`config.mk`:
```
export PLATFORM = sky130hd
export DESIGN_NAME = regfile_write_sequencer_flat
export DESIGN_NICKNAME = d
export VERILOG_FILES = /design/src/rtl/regfile_write_sequencer_if.sv /design/src/rtl/regfile_write_sequencer.sv /design/src/flat_wrapper.sv
export SDC_FILE = /design/constraint.sdc
export NUM_CORES = 1
export LEC_CHECK = 0
export ABC_AREA = 1
export CAP_MARGIN = 40
export CORE_MARGIN = 2
export CORE_UTILIZATION = 37
export CTS_CLUSTER_DIAMETER = 100
export DETAILED_ROUTE_END_ITERATION = 7
export PLACE_DENSITY = 0.83
export SYNTH_ARGS = -nofsm -noshare
export SYNTH_HDL_FRONTEND = slang
export SYNTH_SLANG_ARGS = --single-unit
```
`constraint.sdc`:
```
create_clock -name clk -period 1.1 [get_ports clk]
set_input_delay 0.22 -clock clk [delete_from_list [all_inputs] [get_ports clk]]
set_output_delay 0.22 -clock clk [all_outputs]
set_load 0.05 [all_outputs]
```
`src/rtl/regfile_write_sequencer_if.sv`:
```
// Write-port bundle between the two register-file writers, the sequencer
// and the register file write port.
interface regfile_write_sequencer_if #(
  parameter int DATA_W = 32,
  parameter int ADDR_W = 5
);
  logic              req0_valid;
  logic [ADDR_W-1:0] req0_addr;
  logic [DATA_W-1:0] req0_data;
  logic              req0_ready;
  logic              req1_valid;
  logic [ADDR_W-1:0] req1_addr;
  logic [DATA_W-1:0] req1_data;
  logic              req1_ready;
  logic              WE3;
  logic [ADDR_W-1:0] A3;
  logic [DATA_W-1:0] WD3;
  logic              init_done;

  // Writer side (and observer of the register-file port)
  modport master (
    output req0_valid, req0_addr, req0_data,
    output req1_valid, req1_addr, req1_data,
    input  req0_ready, req1_ready,
    input  WE3, A3, WD3, init_done
  );

  // Sequencer side
  modport slave (
    input  req0_valid, req0_addr, req0_data,
    input  req1_valid, req1_addr, req1_data,
    output req0_ready, req1_ready,
    output WE3, A3, WD3, init_done
  );
endinterface

```
`src/rtl/regfile_write_sequencer.sv`:
```
// Owns the register-file write port: clears x1..x(NUM_REGS-1) after reset,
// then grants the port round-robin to two valid/ready writers. x0 writes
// complete the handshake but never assert WE3.
module regfile_write_sequencer #(
  parameter int DATA_W         = 32,
  parameter int ADDR_W         = 5,
  parameter int NUM_REGS       = 32,
  parameter int CLEAR_ON_RESET = 1
) (
  input logic                       clk,
  input logic                       reset,
  regfile_write_sequencer_if.slave  bus
);

  localparam int CNT_W = ADDR_W + 1;
  localparam logic [CNT_W-1:0] CNT_FIRST = CNT_W'(1);
  localparam logic [CNT_W-1:0] CNT_LAST  = CNT_W'(NUM_REGS - 1);

  typedef enum logic {CLEAR, RUN} state_t;

  state_t            state_q, state_d;
  logic [CNT_W-1:0]  cnt_q, cnt_d;
  logic              rr_q, rr_d;
  logic              gnt0, gnt1;

  logic              we3_p0, we3_d;
  logic [ADDR_W-1:0] a3_p0, a3_d;
  logic [DATA_W-1:0] wd3_p0, wd3_d;
  logic              done_p0, done_d;

  // Next-state, grant and write-port staging
  always_comb begin
    state_d = state_q;
    cnt_d   = cnt_q;
    rr_d    = rr_q;
    gnt0    = 1'b0;
    gnt1    = 1'b0;
    we3_d   = 1'b0;
    a3_d    = a3_p0;
    wd3_d   = wd3_p0;
    done_d  = done_p0;
    case (state_q)
      CLEAR: begin
        we3_d = 1'b1;
        a3_d  = cnt_q[ADDR_W-1:0];
        wd3_d = '0;
        cnt_d = cnt_q + CNT_FIRST;
        if (cnt_q == CNT_LAST) begin
          state_d = RUN;
          done_d  = 1'b1;
        end
      end
      RUN: begin
        done_d = 1'b1;
        // rr_q = 0 favours writer 0 when both are pending
        if (bus.req0_valid && (!bus.req1_valid || !rr_q)) begin
          gnt0 = 1'b1;
        end else if (bus.req1_valid) begin
          gnt1 = 1'b1;
        end
        if (gnt0) begin
          a3_d  = bus.req0_addr;
          wd3_d = bus.req0_data;
          we3_d = (bus.req0_addr != '0);
          rr_d  = 1'b1;
        end else if (gnt1) begin
          a3_d  = bus.req1_addr;
          wd3_d = bus.req1_data;
          we3_d = (bus.req1_addr != '0);
          rr_d  = 1'b0;
        end
      end
      default: state_d = RUN;
    endcase
  end

  // State, pointer, counter and registered write-port outputs
  always_ff @(posedge clk) begin
    if (reset) begin
      state_q <= (CLEAR_ON_RESET != 0) ? CLEAR : RUN;
      cnt_q   <= CNT_FIRST;
      rr_q    <= 1'b0;
      we3_p0  <= 1'b0;
      a3_p0   <= '0;
      wd3_p0  <= '0;
      done_p0 <= 1'b0;
    end else begin
      state_q <= state_d;
      cnt_q   <= cnt_d;
      rr_q    <= rr_d;
      we3_p0  <= we3_d;
      a3_p0   <= a3_d;
      wd3_p0  <= wd3_d;
      done_p0 <= done_d;
    end
  end

  assign bus.req0_ready = gnt0 && !reset;
  assign bus.req1_ready = gnt1 && !reset;
  assign bus.WE3        = we3_p0;
  assign bus.A3         = a3_p0;
  assign bus.WD3        = wd3_p0;
  assign bus.init_done  = done_p0;

endmodule

```
`src/flat_wrapper.sv`:
```
// flat-port wrapper written by rule: the top's interface ports become plain ports
module regfile_write_sequencer_flat 
#(
  parameter int DATA_W         = 32,
  parameter int ADDR_W         = 5,
  parameter int NUM_REGS       = 32,
  parameter int CLEAR_ON_RESET = 1
)
  (clk, reset, bus_req0_valid, bus_req0_addr, bus_req0_data, bus_req1_valid, bus_req1_addr, bus_req1_data, bus_req0_ready, bus_req1_ready, bus_WE3, bus_A3, bus_WD3, bus_init_done);
  regfile_write_sequencer_if #(.DATA_W(DATA_W), .ADDR_W(ADDR_W)) bus_i ();
  input logic clk;
  input logic reset;
  input wire logic [$bits(bus_i.req0_valid)-1:0] bus_req0_valid;
  input wire logic [$bits(bus_i.req0_addr)-1:0] bus_req0_addr;
  input wire logic [$bits(bus_i.req0_data)-1:0] bus_req0_data;
  input wire logic [$bits(bus_i.req1_valid)-1:0] bus_req1_valid;
  input wire logic [$bits(bus_i.req1_addr)-1:0] bus_req1_addr;
  input wire logic [$bits(bus_i.req1_data)-1:0] bus_req1_data;
  output wire logic [$bits(bus_i.req0_ready)-1:0] bus_req0_ready;
  output wire logic [$bits(bus_i.req1_ready)-1:0] bus_req1_ready;
  output wire logic [$bits(bus_i.WE3)-1:0] bus_WE3;
  output wire logic [$bits(bus_i.A3)-1:0] bus_A3;
  output wire logic [$bits(bus_i.WD3)-1:0] bus_WD3;
  output wire logic [$bits(bus_i.init_done)-1:0] bus_init_done;
  assign bus_i.req0_valid = bus_req0_valid;
  assign bus_i.req0_addr = bus_req0_addr;
  assign bus_i.req0_data = bus_req0_data;
  assign bus_i.req1_valid = bus_req1_valid;
  assign bus_i.req1_addr = bus_req1_addr;
  assign bus_i.req1_data = bus_req1_data;
  assign bus_req0_ready = bus_i.req0_ready;
  assign bus_req1_ready = bus_i.req1_ready;
  assign bus_WE3 = bus_i.WE3;
  assign bus_A3 = bus_i.A3;
  assign bus_WD3 = bus_i.WD3;
  assign bus_init_done = bus_i.init_done;
  regfile_write_sequencer #(.DATA_W(DATA_W), .ADDR_W(ADDR_W), .NUM_REGS(NUM_REGS), .CLEAR_ON_RESET(CLEAR_ON_RESET)) u_core (.clk(clk), .reset(reset), .bus(bus_i));
endmodule
```
==> results of run 1 <==
-- per-stage QoR --
stage / instances / setup TNS (ns) / power (mW)
after floorplan: 364 / -4.11 / 2.09
after CTS: 584 / -8.98 / 3.56
after global placement: 566 / -21.79 / 2.49
final: 590 / -10.44 / 3.60
after global routing: 590 / -13.29 / 3.78
after detailed placement: 566 / -24.17 / 2.51
-- kinds of logic (layout without fill, tap and decap cells) --
| kind of cell | Yosys count | in the layout |
|---|---|---|
| AOI/OAI and AO/OA | 44 | 44 |
| xor gates and xnor gates | 1 | 1 |
| adders and majority gates | 1 | 1 |
| buffers and inverters | 40 | 189 |
| DFF | 47 | 47 |
| and+or+nand+nor | 231 | 231 |
-- routing by layer --
| metal | wire, um | track usage (%) |
|---|---|---|
| met1 | 3330 | 23.8 |
| met5 | 0 | 0 |
| met2 | 4330 | 39.4 |
| met3 | 384 | 4.67 |
| met4 | 206 | 5.77 |
-- power breakdown --
group | total [mW] | switching [mW] | internal [mW]
Combinational | 0.814 | 0.352 | 0.463
Sequential | 1.76 | 0.0347 | 1.72
Clock | 1.03 | 0.582 | 0.446
-- worst max-delay path, delay by kind of cell (launching register included) --
family	cells	cell delay, ns
DFF	1	0.35
and+or+nand+nor	3	0.33
buffers and inverters	2	0.21
-- layout by cell type (no fill, tap or decap), types with 6 or more instances in the layout --
master | Yosys | final
nor2_1 | 16 | 12
buf_4 | 3 | 27
a21oi_2 | 29 | 31
nand4_1 | 11 | 11
nand2_2 | 2 | 35
clkdlybuf4s50_1 | 0 | 74
dfxtp_2 | 0 | 12
buf_12 | 0 | 48
inv_1 | 17 | 17
dfxtp_1 | 47 | 33
nand2_1 | 189 | 153
nand3_1 | 8 | 6
a21oi_1 | 9 | 7
-- registers in the layout, summed over array words and instances, names as in the netlist --
name and count:
u_core.bus.A3 5, u_core.bus.WD3 32, u_core.bus.WE3 1, u_core.bus.init_done 1
u_core.cnt_q 6, u_core.rr_q 1, u_core.state_q 1
-- path summary, 6_finish.rpt --
| kind | slack [ns] | to | start |
|---|---|---|---|
| setup / recovery | -0.31 | bus_req1_ready | u_core.rr_q |
| hold / removal | 0.33 | u_core.cnt_q[0] | reset |
| setup reg to reg | -0.28 | u_core.bus.WD3[21] | u_core.rr_q |
| hold reg to reg | 0.51 | u_core.bus.WD3[21] | u_core.bus.WD3[21] |
-- layout make-up --
cell class                 instances  area share (%)
sequential                        47            20.1
inverter                          20            1.83
tap                               77            2.01
multi-input combinational        277            30.6
timing repair buffer             161            43.6
clock buffer                       6            1.52
clock inverter                     2           0.261
-- repair_timing --
item | 4_1_cts | 5_1_grt
cloned | 2 | 2
resized for setup | 21 | 37
setup buffers | 8 | 5
pin swaps | 12 | 6
setup endpoints to repair | 46 | 56
==> flow_summary.json, run 1 <==
{
  "synthArstFlopShare_pct": 0,
  "num_rows": 29,
  "power_density_nw_per_um2": 753,
  "ys_seq_area_share_pct": 38.4,
  "io_buffers": 118,
  "cpMaxStageDelayCell": "dfxtp_2",
  "coreArea_um2": 6390,
  "drc_errors": 0,
  "synth_flop_cell": "dfxtp_1",
  "vias": 2841,
  "max_slew_margin_pct": 83.9,
  "nNetsFinal": 591,
  "hpwl_um": 5740,
  "worstPathArrival_ns": 1.19,
  "clk_latency_ns": 0.29,
  "die_h_um": 85.4,
  "ctsLongestPathBuffers": 2,
  "yosys.area_share.simple_pct": 37.7,
  "synth_xor_area_share_pct": 0.358,
  "htree_num_levels": 2,
  "slowest_delay_ns": 0.35,
  "drive_above_1_share_pct": 37.2,
  "pin_count": 119,
  "fin_util_pct": 74.9,
  "max_freq_ghz": 0.707,
  "ant_nets": 0,
  "die_w_um": 85.4,
  "path_clk_slew_ns": 0.09,
  "p_leak_nw": 1.95,
  "synth-compound-area-share_pct": 13.9,
  "crit_chain": "nand2_2 > nand2_4 > inv_6 > nor3_4 > buf_12",
  "crit_required_ns": 0.88,
  "start_util_pct": 38.4,
  "dieArea_um2": 7290,
  "dp_slack_ns": -0.624,
  "max-vdd-ir-drop_mv": 0.613,
  "syn_area_um2": 2450,
  "whs_ns": 0.333,
  "grt_max_degree": 30,
  "hold_buffers": 0,
  "ys_ff_latch": 47,
  "worstHoldPathType": "in2reg",
  "stdcell_area_um2": 4790,
  "setup_viol": 43,
  "synth_edf_count": 0,
  "post-synth-top-count-cell": "nand2_1",
  "diodes": 0,
  "outcome": "finished with violations",
  "ff_latch_area_um2": 963,
  "syn_nets": 443,
  "tightestPinTransition_ns": 0.241,
  "cp-end-kind": "output port",
  "rsz0062_at_grt": "yes",
  "ys_top_cells_by_count": "nand2_1 (189), dfxtp_1 (47), a21oi_2 (29)",
  "cp_max_fo": 5,
  "finalMaxSlewViolations": 0,
  "ys_warn_count": 0,
  "synth_area_per_cell_um2": 6.73,
  "grt_use_total_pct": 21.1,
  "synth_top_area_share_pct": 38.4,
  "gp_congestion": 0.886,
  "multi_input_area_um2": 1470,
  "final_hold_viol_count": 0,
  "grt_pass1_vias": 2810,
  "drtIter0Drc": 87,
  "synth.area.mux_share_pct": 0,
  "worst_slack_ns": -0.315,
  "grt_pass1_wl_um": 12500,
  "ff2ff_path_depth": 8,
  "cts_made_buffers": 5,
  "root_buffer": "clkbuf_8",
  "yosys-top-cells-area": "dfxtp_1 (38%), nand2_1 (29%), a21oi_2 (10%)",
  "antenna_found_initial": 0,
  "cap_violations": 0,
  "synthCells": 364,
  "routed_wl_um": 8260,
  "synth_top_family_by_area": "simple AND/OR/NAND/NOR gates",
  "cts.sinks": 47,
  "area_growth_pct": 95.4,
  "synthAdderAreaFrac_pct": 0.511,
  "hold_depth": 4,
  "yosys.area.top_type": "dfxtp_1",
  "finClkSkew_ns": 0.00785,
  "setup.worst_path.start_class": "flip-flop",
  "cts_tree": "done",
  "wire_per_inst_um": 14.0,
  "overflow": 0,
  "fill_cells": 463,
  "fin_crit_sh_pct": 129,
  "path_class": "reg2out",
  "synth_cell_type_count": 23,
  "vias_per_cell": 4.82,
  "first_pass_iters": 4,
  "violations": "setup timing",
  "min_period_ns": 1.41,
  "dpl_cell_area_um2": 4350
}
No activity file was read; power rests on OpenSTA's default activity.
==> inputs of run 2 (changes only) <==
--- a/config.mk
+++ b/config.mk
@@ -11,6 +11,7 @@
 export CORE_UTILIZATION = 37
 export CTS_CLUSTER_DIAMETER = 100
 export DETAILED_ROUTE_END_ITERATION = 7
+export HOLD_SLACK_MARGIN = 0.12
 export PLACE_DENSITY = 0.83
 export SYNTH_ARGS = -nofsm -noshare
 export SYNTH_HDL_FRONTEND = slang
==> results of run 2 <==
No change in the layout: final DEF, timing and power equal those of run 1.
